`config.mk`:
```
export PLATFORM = sky130hd
export DESIGN_NAME = vxe_biu_rd_mux_flat
export DESIGN_NICKNAME = d
export VERILOG_FILES = /design/src/rtl/vxe_biu_rd_mux_if.sv /design/src/rtl/vxe_biu_rd_mux.sv /design/src/flat_wrapper.sv
export SDC_FILE = /design/constraint.sdc
export NUM_CORES = 1
export LEC_CHECK = 0
export CORE_MARGIN = 2
export CORE_UTILIZATION = 35
export CTS_CLUSTER_DIAMETER = 100
export DETAILED_ROUTE_END_ITERATION = 8
export PLACE_DENSITY_LB_ADDON = 0.2
export SLEW_MARGIN = 20
export SYNTH_ARGS = -nofsm -noshare
export SYNTH_HDL_FRONTEND = slang
export SYNTH_SLANG_ARGS = --single-unit
```
`constraint.sdc`:
```
create_clock -name clk -period 3.7 [get_ports clk]
set_input_delay 0.37 -clock clk [delete_from_list [all_inputs] [get_ports clk]]
set_output_delay 0.37 -clock clk [all_outputs]
set_load 0.01 [all_outputs]
```
`src/rtl/vxe_biu_rd_mux_if.sv`:
```
// vxe_biu_rd_mux_if: client and BIU read-path bundle for the two-client read mux
// Ports: c0_*/c1_* client request/response channels, biu_ar* pop-style request
// queue head, biu_r* push-style response channel.
// master = the mux itself, slave = the clients/BIU environment.
interface vxe_biu_rd_mux_if #(
    parameter int ADDR_WIDTH = 32,
    parameter int DATA_WIDTH = 32,
    parameter int CID_WIDTH  = 8
);
    logic [CID_WIDTH-2:0]  c0_artag;
    logic [ADDR_WIDTH-1:0] c0_araddr;
    logic                  c0_arvalid;
    logic                  c0_arready;
    logic [CID_WIDTH-2:0]  c0_rtag;
    logic [DATA_WIDTH-1:0] c0_rdata;
    logic [1:0]            c0_rresp;
    logic                  c0_rvalid;
    logic                  c0_rready;
    logic [CID_WIDTH-2:0]  c1_artag;
    logic [ADDR_WIDTH-1:0] c1_araddr;
    logic                  c1_arvalid;
    logic                  c1_arready;
    logic [CID_WIDTH-2:0]  c1_rtag;
    logic [DATA_WIDTH-1:0] c1_rdata;
    logic [1:0]            c1_rresp;
    logic                  c1_rvalid;
    logic                  c1_rready;
    logic [CID_WIDTH-1:0]  biu_arcid;
    logic [ADDR_WIDTH-1:0] biu_araddr;
    logic                  biu_arvalid;
    logic                  biu_arpop;
    logic [CID_WIDTH-1:0]  biu_rcid;
    logic [DATA_WIDTH-1:0] biu_rdata;
    logic [1:0]            biu_rresp;
    logic                  biu_rready;
    logic                  biu_rpush;

    modport master (
        input  c0_artag, c0_araddr, c0_arvalid, c0_rready,
        input  c1_artag, c1_araddr, c1_arvalid, c1_rready,
        input  biu_arpop, biu_rcid, biu_rdata, biu_rresp, biu_rpush,
        output c0_arready, c0_rtag, c0_rdata, c0_rresp, c0_rvalid,
        output c1_arready, c1_rtag, c1_rdata, c1_rresp, c1_rvalid,
        output biu_arcid, biu_araddr, biu_arvalid, biu_rready
    );

    modport slave (
        output c0_artag, c0_araddr, c0_arvalid, c0_rready,
        output c1_artag, c1_araddr, c1_arvalid, c1_rready,
        output biu_arpop, biu_rcid, biu_rdata, biu_rresp, biu_rpush,
        input  c0_arready, c0_rtag, c0_rdata, c0_rresp, c0_rvalid,
        input  c1_arready, c1_rtag, c1_rdata, c1_rresp, c1_rvalid,
        input  biu_arcid, biu_araddr, biu_arvalid, biu_rready
    );
endinterface

```
`src/rtl/vxe_biu_rd_mux.sv`:
```
// vxe_biu_rd_mux: round-robin two-client read-request mux with request FIFO and response router
// Ports: clk, rst (async active-high), bus (vxe_biu_rd_mux_if.master) carrying
// the c0_*/c1_* client channels and the biu_ar*/biu_r* BIU channels.
// Optional: define VXE_BIU_RD_MUX_OUTST_EN to add per-client outstanding-read
// counters that mask a client from arbitration once it reaches MAX_OUTST.
module vxe_biu_rd_mux #(
    parameter int ADDR_WIDTH  = 32,
    parameter int DATA_WIDTH  = 32,
    parameter int CID_WIDTH   = 8,
    parameter int QDEPTH_LOG2 = 2,
    parameter int MAX_OUTST   = 8
) (
    input  logic                  clk,
    input  logic                  rst,
    vxe_biu_rd_mux_if.master      bus
);
    localparam int QD = 1 << QDEPTH_LOG2;

    logic [QDEPTH_LOG2:0]  wr_ptr, rd_ptr;
    logic [CID_WIDTH-1:0]  q_cid  [QD];
    logic [ADDR_WIDTH-1:0] q_addr [QD];
    logic last_gnt, full, empty, elig0, elig1, gnt0, gnt1, push, pop, r_client, rready;

    assign full  = (wr_ptr[QDEPTH_LOG2-1:0] == rd_ptr[QDEPTH_LOG2-1:0]) &&
                   (wr_ptr[QDEPTH_LOG2] != rd_ptr[QDEPTH_LOG2]);
    assign empty = wr_ptr == rd_ptr;

    // last_gnt=1 means client 1 won last, so client 0 has priority on a tie.
    // Grants are held off during reset so arready stays low while rst is high.
    assign gnt0 = ~rst & ~full & elig0 & (~elig1 | last_gnt);
    assign gnt1 = ~rst & ~full & elig1 & (~elig0 | ~last_gnt);
    assign push = gnt0 | gnt1;
    assign pop  = bus.biu_arpop & ~empty;

    assign bus.c0_arready  = gnt0;
    assign bus.c1_arready  = gnt1;
    assign bus.biu_arvalid = ~empty;
    assign bus.biu_arcid   = q_cid[rd_ptr[QDEPTH_LOG2-1:0]];
    assign bus.biu_araddr  = q_addr[rd_ptr[QDEPTH_LOG2-1:0]];

    always_ff @(posedge clk) begin
        if (push) begin
            q_cid[wr_ptr[QDEPTH_LOG2-1:0]]  <= gnt1 ? {1'b1, bus.c1_artag} : {1'b0, bus.c0_artag};
            q_addr[wr_ptr[QDEPTH_LOG2-1:0]] <= gnt1 ? bus.c1_araddr : bus.c0_araddr;
        end
    end

    always_ff @(posedge clk or posedge rst) begin
        if (rst) begin
            wr_ptr   <= '0;
            rd_ptr   <= '0;
            last_gnt <= 1'b1;
        end else begin
            if (push) wr_ptr <= wr_ptr + 1'b1;
            if (pop) rd_ptr <= rd_ptr + 1'b1;
            if (push) last_gnt <= gnt1;
        end
    end

    // Responses are steered by the client-index MSB of the CID; only the
    // addressed client's ready gates the BIU.
    assign r_client       = bus.biu_rcid[CID_WIDTH-1];
    assign rready         = ~bus.biu_rpush | (r_client ? bus.c1_rready : bus.c0_rready);
    assign bus.biu_rready = rready;
    assign bus.c0_rvalid  = bus.biu_rpush & ~r_client;
    assign bus.c1_rvalid  = bus.biu_rpush & r_client;
    assign bus.c0_rtag    = bus.biu_rcid[CID_WIDTH-2:0];
    assign bus.c1_rtag    = bus.biu_rcid[CID_WIDTH-2:0];
    assign bus.c0_rdata   = bus.biu_rdata;
    assign bus.c1_rdata   = bus.biu_rdata;
    assign bus.c0_rresp   = bus.biu_rresp;
    assign bus.c1_rresp   = bus.biu_rresp;

`ifdef VXE_BIU_RD_MUX_OUTST_EN
    logic [3:0] cnt0, cnt1;
    logic xfer0, xfer1;

    assign xfer0 = bus.biu_rpush & rready & ~r_client;
    assign xfer1 = bus.biu_rpush & rready & r_client;
    assign elig0 = bus.c0_arvalid & (cnt0 != 4'(MAX_OUTST));
    assign elig1 = bus.c1_arvalid & (cnt1 != 4'(MAX_OUTST));

    // Accept and response on the same edge cancel; a stray response at zero is dropped.
    always_ff @(posedge clk or posedge rst) begin
        if (rst) begin
            cnt0 <= '0;
            cnt1 <= '0;
        end else begin
            cnt0 <= (gnt0 & ~xfer0) ? cnt0 + 4'd1 : (xfer0 & ~gnt0 & (cnt0 != 0)) ? cnt0 - 4'd1 : cnt0;
            cnt1 <= (gnt1 & ~xfer1) ? cnt1 + 4'd1 : (xfer1 & ~gnt1 & (cnt1 != 0)) ? cnt1 - 4'd1 : cnt1;
        end
    end
`else
    logic unused_max_outst;

    assign elig0            = bus.c0_arvalid;
    assign elig1            = bus.c1_arvalid;
    assign unused_max_outst = ^MAX_OUTST;
`endif
endmodule

```
`src/flat_wrapper.sv`:
```
// flat-port wrapper written by rule: the top's interface ports become plain ports
module vxe_biu_rd_mux_flat 
#(
    parameter int ADDR_WIDTH  = 32,
    parameter int DATA_WIDTH  = 32,
    parameter int CID_WIDTH   = 8,
    parameter int QDEPTH_LOG2 = 2,
    parameter int MAX_OUTST   = 8
)
  (clk, rst, bus_c0_artag, bus_c0_araddr, bus_c0_arvalid, bus_c0_rready, bus_c1_artag, bus_c1_araddr, bus_c1_arvalid, bus_c1_rready, bus_biu_arpop, bus_biu_rcid, bus_biu_rdata, bus_biu_rresp, bus_biu_rpush, bus_c0_arready, bus_c0_rtag, bus_c0_rdata, bus_c0_rresp, bus_c0_rvalid, bus_c1_arready, bus_c1_rtag, bus_c1_rdata, bus_c1_rresp, bus_c1_rvalid, bus_biu_arcid, bus_biu_araddr, bus_biu_arvalid, bus_biu_rready);
  vxe_biu_rd_mux_if #(.ADDR_WIDTH(ADDR_WIDTH), .DATA_WIDTH(DATA_WIDTH), .CID_WIDTH(CID_WIDTH)) bus_i ();
  input  logic clk;
  input  logic rst;
  input wire logic [$bits(bus_i.c0_artag)-1:0] bus_c0_artag;
  input wire logic [$bits(bus_i.c0_araddr)-1:0] bus_c0_araddr;
  input wire logic [$bits(bus_i.c0_arvalid)-1:0] bus_c0_arvalid;
  input wire logic [$bits(bus_i.c0_rready)-1:0] bus_c0_rready;
  input wire logic [$bits(bus_i.c1_artag)-1:0] bus_c1_artag;
  input wire logic [$bits(bus_i.c1_araddr)-1:0] bus_c1_araddr;
  input wire logic [$bits(bus_i.c1_arvalid)-1:0] bus_c1_arvalid;
  input wire logic [$bits(bus_i.c1_rready)-1:0] bus_c1_rready;
  input wire logic [$bits(bus_i.biu_arpop)-1:0] bus_biu_arpop;
  input wire logic [$bits(bus_i.biu_rcid)-1:0] bus_biu_rcid;
  input wire logic [$bits(bus_i.biu_rdata)-1:0] bus_biu_rdata;
  input wire logic [$bits(bus_i.biu_rresp)-1:0] bus_biu_rresp;
  input wire logic [$bits(bus_i.biu_rpush)-1:0] bus_biu_rpush;
  output wire logic [$bits(bus_i.c0_arready)-1:0] bus_c0_arready;
  output wire logic [$bits(bus_i.c0_rtag)-1:0] bus_c0_rtag;
  output wire logic [$bits(bus_i.c0_rdata)-1:0] bus_c0_rdata;
  output wire logic [$bits(bus_i.c0_rresp)-1:0] bus_c0_rresp;
  output wire logic [$bits(bus_i.c0_rvalid)-1:0] bus_c0_rvalid;
  output wire logic [$bits(bus_i.c1_arready)-1:0] bus_c1_arready;
  output wire logic [$bits(bus_i.c1_rtag)-1:0] bus_c1_rtag;
  output wire logic [$bits(bus_i.c1_rdata)-1:0] bus_c1_rdata;
  output wire logic [$bits(bus_i.c1_rresp)-1:0] bus_c1_rresp;
  output wire logic [$bits(bus_i.c1_rvalid)-1:0] bus_c1_rvalid;
  output wire logic [$bits(bus_i.biu_arcid)-1:0] bus_biu_arcid;
  output wire logic [$bits(bus_i.biu_araddr)-1:0] bus_biu_araddr;
  output wire logic [$bits(bus_i.biu_arvalid)-1:0] bus_biu_arvalid;
  output wire logic [$bits(bus_i.biu_rready)-1:0] bus_biu_rready;
  assign bus_i.c0_artag = bus_c0_artag;
  assign bus_i.c0_araddr = bus_c0_araddr;
  assign bus_i.c0_arvalid = bus_c0_arvalid;
  assign bus_i.c0_rready = bus_c0_rready;
  assign bus_i.c1_artag = bus_c1_artag;
  assign bus_i.c1_araddr = bus_c1_araddr;
  assign bus_i.c1_arvalid = bus_c1_arvalid;
  assign bus_i.c1_rready = bus_c1_rready;
  assign bus_i.biu_arpop = bus_biu_arpop;
  assign bus_i.biu_rcid = bus_biu_rcid;
  assign bus_i.biu_rdata = bus_biu_rdata;
  assign bus_i.biu_rresp = bus_biu_rresp;
  assign bus_i.biu_rpush = bus_biu_rpush;
  assign bus_c0_arready = bus_i.c0_arready;
  assign bus_c0_rtag = bus_i.c0_rtag;
  assign bus_c0_rdata = bus_i.c0_rdata;
  assign bus_c0_rresp = bus_i.c0_rresp;
  assign bus_c0_rvalid = bus_i.c0_rvalid;
  assign bus_c1_arready = bus_i.c1_arready;
  assign bus_c1_rtag = bus_i.c1_rtag;
  assign bus_c1_rdata = bus_i.c1_rdata;
  assign bus_c1_rresp = bus_i.c1_rresp;
  assign bus_c1_rvalid = bus_i.c1_rvalid;
  assign bus_biu_arcid = bus_i.biu_arcid;
  assign bus_biu_araddr = bus_i.biu_araddr;
  assign bus_biu_arvalid = bus_i.biu_arvalid;
  assign bus_biu_rready = bus_i.biu_rready;
  vxe_biu_rd_mux #(.ADDR_WIDTH(ADDR_WIDTH), .DATA_WIDTH(DATA_WIDTH), .CID_WIDTH(CID_WIDTH), .QDEPTH_LOG2(QDEPTH_LOG2), .MAX_OUTST(MAX_OUTST)) u_core (.clk(clk), .rst(rst), .bus(bus_i));
endmodule
```
==> results of run 1 <==
-- critical path, stage by stage, from the launching register on --
cell and delay (ps):
dfrtp_2 690, buf_4 540, mux4_2 430, clkdlybuf4s50_1 500
-- metrics by stage --
step	util, %	total power (uW)
after floorplan	-	4240
after global placement	40.9	5260
after detailed placement	40.9	5290
after CTS	43.7	7050
after global routing	43.7	7290
final	43.7	6930
-- where the power goes --
group	internal, uW	total [uW]	switching (uW)	leakage, uW
Clock	1010	1740	733	0.000284
Sequential	2530	2730	200	0.00154
Combinational	1330	2460	1130	0.00126
-- synthesized netlist by cell type, types with 3 or more instances --
cell and n:
and2_1 4, buf_2 4, buf_4 82, buf_6 5
clkbuf_1 4, dfrtp_1 6, edfxtp_1 160, ha_1 5
inv_1 4, mux2_2 12, mux2_4 29, mux4_2 40
nand2_1 5, o31ai_1 3
-- worst paths after layout --
check	startpoint	slack, ps	to
min in group clk	u_core.last_gnt	530	u_core.last_gnt
worst max-delay path	u_core.rd_ptr[1]	740	bus_biu_araddr[27]
max in group asynchronous	rst	2930	u_core.last_gnt
worst min register to register	u_core.last_gnt	530	u_core.last_gnt
worst min-delay path	rst	480	u_core.wr_ptr[1]
worst max register to register	u_core.rd_ptr[1]	1160	u_core.q_addr[1][31]
-- kinds of logic after synthesis --
kind of cell               synth area share, %
adders and majority gates                0.828
xor gates and xnor gates                  1.11
and+or+nand+nor                           1.34
buffers and inverters                     9.73
DFF                                       65.9
AOI/OAI and AO/OA                         1.49
muxes                                     19.6
-- state kept, by name (all words and copies together), names as in the netlist --
signal           cells
u_core.rd_ptr        3
u_core.q_addr      128
u_core.q_cid        32
u_core.last_gnt      1
u_core.wr_ptr        3
-- metal layers --
layer  routed length, um  GRT usage [%]
met1                6590           18.1
met2                7530           22.7
met3                1160           4.67
met4                 421           5.93
met5                  16              0
-- cells in the final DEF (no fill, tap or decap), drive strengths merged, types with 2 or more instances in the layout --
master         synthesis  layout
xor2                   3       3
dfrtp                  6       6
xnor2                  4       4
a21boi                 2       2
bufinv                 0       2
clkbuf                 5      17
buf                   91      10
nand2                  5       5
and2                   4       4
mux2                  41      41
nor3                   2       2
ha                     5       5
edfxtp               160     160
mux4                  40      40
and3                   2       2
inv                    4       9
clkinv                 0       5
nor2                   2       2
clkinvlp               0       3
o31ai                  3       3
a311oi                 3       3
clkdlybuf4s50          0     132
-- final cells by class --
| type | instances | area [um^2] | area share, % |
|---|---|---|---|
| inverters | 4 | 15.0 | 0.163 |
| well taps | 275 | 344 | 3.73 |
| multi-input cells | 124 | 1850 | 20.1 |
| clock buffers | 17 | 425 | 4.61 |
| clock inverters | 15 | 168 | 1.82 |
| repair buffers | 142 | 1430 | 15.5 |
| flip-flops and latches | 167 | 4990 | 54.0 |
==> impl_metrics.yaml, run 1 <==
grt:
  antenna_found_initial: 1
  grt_pass1_wl_um: 23200
  track_usage_pct: 14.3
  grt_max_degree: 30
  grt_pass1_vias: 3926
  grt.overflow.total: 0
timing:
  holdWs_ps: 484
  finalSetupViolCount: 0
  fin_setup_tns_ps: 0
  rsz0062_at_grt: "false"
  max_freq_mhz: 338
  min_period_ps: 2960
  hold_violations: 0
  slew_headroom_pct: 59.0
  skew_ps: 10.2
  fin_crit_sh_pct: 80.0
  setup_ws_ps: 740
  worst_slew_pin_slew_ps: 614
  slew_viol_final: 0
clocking:
  clk_path_buf_depth: 2
  cts_buffers: 17
  ctsHoldBuffers: 0
  cts_resized: 0
  cts_tree: "built"
  cts.clk_slew.worst_paths_ps: 70
  ctsHtreeMaxLevel: 4
  clkSinkCount: 167
  worstSkewPairLatency_ps: 420
  post_cts_buffers: 0
  root_buffer: "clkbuf_16"
synthesis:
  ys_async_sr_fraction_pct: 4.19
  yosys_warnings: 0
  synth_edf_count: 160
  ys_ff_latch: 167
  synth_top_cell_by_area: "edfxtp_1"
  synthTopCellsByArea: "edfxtp_1 64%, mux4_2 12%, buf_4 8.1%"
  synth_cell_types: 35
  netlist.area_leader.share_pct: 63.6
  syn_area_per_cell_um2: 19.3
  dominantRegCellSynth: "edfxtp_1"
  yosysSeqAreaShare_pct: 65.9
  syn_area_um2: 7560
  synth_nets: 524
  synthCells: 391
flow_run:
  cap_violations: 0
placed_design:
  port_buffers: 132
  dp.cells: 712
  place_ws_ps: 991
  dpl_cell_area_um2: 8630
  hpwl_um: 10400
  gp_congestion: 0.678
drt:
  vias: 3585
  vias_per_cell: 4.82
  dr.pass1.iters: 4
  drt-initial-drc-count: 285
  drt_wl_total_um: 15700
  ant_nets: 0
  drc: 0
  wl_per_cell_um: 21.1
final_layout:
  area_delta_synth_final_pct: 22.0
  layout-drive-gt1-share_pct: 29.6
  diodes: 0
  n_fill_cell: 1860
  final_cells: 744
  final_cell_area_um2: 9230
  nNetsFinal: 589
critical_path:
  cp-start-kind: "flip-flop"
  arrival_ps: 2590
  worstRegToRegCells: 4
  setup.worst_path.class: "flip-flop to output port"
  path_max_fanout: 28
  cp-end-kind: "output port"
  cp.required_ps: 3330
die:
  start_util_pct: 35.8
  dieArea_um2: 22800
  chipHeight_um: 151
  die_width_um: 151
  io_pins: 256
  core_area_um2: 21100
  num_rows: 53
run_status:
  status: "finished, final reports clean"
hold_path:
  hold_path_class: "input port to async pin"
pwr:
  ir_worst_vdd_uv: 350
  power_leakage_uw: 0.00308
  power_density_nw_per_um2: 751
(Power assumes the default switching activity.)
==> run 2, diff against run 1 <==
- clock period: 3.7 -> 2.65 ns (I/O delays scaled with it)
==> impl_metrics.yaml, run 2 (synthesis gave the netlist of run 1 again) <==
grt:
  antenna_found_initial: 1
  grt_pass1_vias: 3933
  grt_pass1_wl_um: 22300
  grt.overflow.total: 0
  grt_max_degree: 27
  track_usage_pct: 13.6
die:
  dieArea_um2: 22800
  num_rows: 53
  start_util_pct: 35.8
  die_width_um: 151
  io_pins: 256
  core_area_um2: 21100
  chipHeight_um: 151
timing:
  min_period_ps: 2550
  fin_crit_sh_pct: 96.1
  fin_setup_tns_ps: 0
  worst_slew_pin_slew_ps: 405
  finalSetupViolCount: 0
  max_freq_mhz: 393
  hold_violations: 0
  setup_ws_ps: 103
  slew_viol_final: 0
  rsz0062_at_grt: "true"
  skew_ps: 9.70
  slew_headroom_pct: 72.8
critical_path:
  arrival_ps: 2280
  timing.rr.end: "u_core.q_cid[3][2]"
  worstRegToRegCells: 7
  cp-end-kind: "output port"
  path_max_fanout: 26
  setup.worst_path.class: "flip-flop to output port"
  r2r_slack_ps: 330
  cp.required_ps: 2380
  cp-start-kind: "flip-flop"
  regToRegStartpoint: "u_core.rd_ptr[1]"
drt:
  dr.pass1.iters: 4
  vias: 3594
  vias_per_cell: 4.71
  drt-initial-drc-count: 110
  drt_wl_total_um: 14900
  ant_nets: 0
  drc: 0
  wl_per_cell_um: 19.5
clocking:
  clk_path_buf_depth: 2
  clkSinkCount: 167
  cts_buffers: 17
  root_buffer: "clkbuf_16"
  ctsHtreeMaxLevel: 4
  worstSkewPairLatency_ps: 420
  cts_tree: "built"
  cts.clk_slew.worst_paths_ps: 60
final_layout:
  final_cell_area_um2: 9410
  layout-drive-gt1-share_pct: 31.8
  final_cell_mix: "160 x edfxtp_1, 130 x clkdlybuf4s50_1, 40 x mux4_2"
  final_common_cell: "edfxtp_1"
  largest_reg_flops: 128
  nNetsFinal: 608
  diodes: 0
  area_delta_synth_final_pct: 24.5
placed_design:
  place_ws_ps: 216
  dpl_cell_area_um2: 8740
  hpwl_um: 10100
  gp_congestion: 0.642
  port_buffers: 132
pwr:
  p_clk_share_pct: 24.1
  p_comb_share_pct: 37.4
  ir_worst_vdd_uv: 455
  power.switching_uw: 2810
  p_seq_share_pct: 38.5
  power_leakage_uw: 0.00321
  internal_power_uw: 6940
  p_sw_share_pct: 28.8
  power_density_nw_per_um2: 1040
flow_run:
  cap_violations: 0
run_status:
  status: "finished, final reports clean"
hold_path:
  hold_path_class: "input port to async pin"
==> run 2: cell count changes in the layout (fill, tap and decap cells not counted), sizes merged <==
cell,delta
clkinv,+2
clkinvlp,-1
clkbuf,+3
inv,-4
clkdlybuf4s50,-2
buf,+19
dlymetal6s2s,+2
==> run 2: metrics by stage <==
stage	utilization (%)	cells	total power, uW	hold WS (ps)
after floorplan	-	391	5920	67.7
after global placement	41.5	722	7420	511
after detailed placement	41.5	722	7450	519
after CTS	44.3	756	9880	366
after global routing	44.6	763	10300	410
final	44.6	763	9750	376
==> run 2: worst max path at each step <==
stage                      from  depth (start not counted)             endpoint
2_1_floorplan  u_core.rd_ptr[0]                          4  u_core.q_addr[2][0]
6_report       u_core.rd_ptr[0]                          3     bus_biu_arcid[0]
4_1_cts        u_core.rd_ptr[0]                          4       bus_c1_arready
3_3_place_gp     bus_c1_arvalid                          5       bus_c1_arready
5_1_grt        u_core.rd_ptr[1]                          4       bus_c0_arready
3_5_place_dp     bus_c1_arvalid                          5       bus_c1_arready
==> run 2: layer usage <==
metal | vias up | global-route usage [%] | wire length, um
li1 | 1617 | - | -
met1 | 1789 | 16.7 | 6190
met5 | - | 0 | 13
met4 | 2 | 4.72 | 322
met3 | 33 | 4.73 | 1210
met2 | 153 | 22.5 | 7170
==> run 2: timing repair <==
item	4_1_cts	5_1_grt
setup endpoints to repair	23	2
buffers inserted	2	7
pin swaps	0	1
hold buffers	0	0
cloned	0	0
resized for setup	3	3
==> run 2: critical path, stage by stage (launching register included) <==
cell and delay (ps):
dfrtp_4 510, buf_16 250, mux4_2 570, clkdlybuf4s50_1 510
==> run 2: cell type report <==
type	instances	area, um^2
tap	275	344
clock buffer	20	437
multi-input combinational	124	1870
timing repair buffer	161	1630
fill	1848	11700
clock inverter	12	129
sequential	167	4990
inverter	4	15.0
==> run 2: power groups by stage <==
stage | Sequential (uW) | Clock [uW] | Combinational, uW
after floorplan | 3710 | 0 | 2210
after global placement | 3800 | 0 | 3610
after detailed placement | 3830 | 0 | 3620
after CTS | 3750 | 2410 | 3710
after global routing | 3800 | 2530 | 3970
final | 3750 | 2350 | 3650
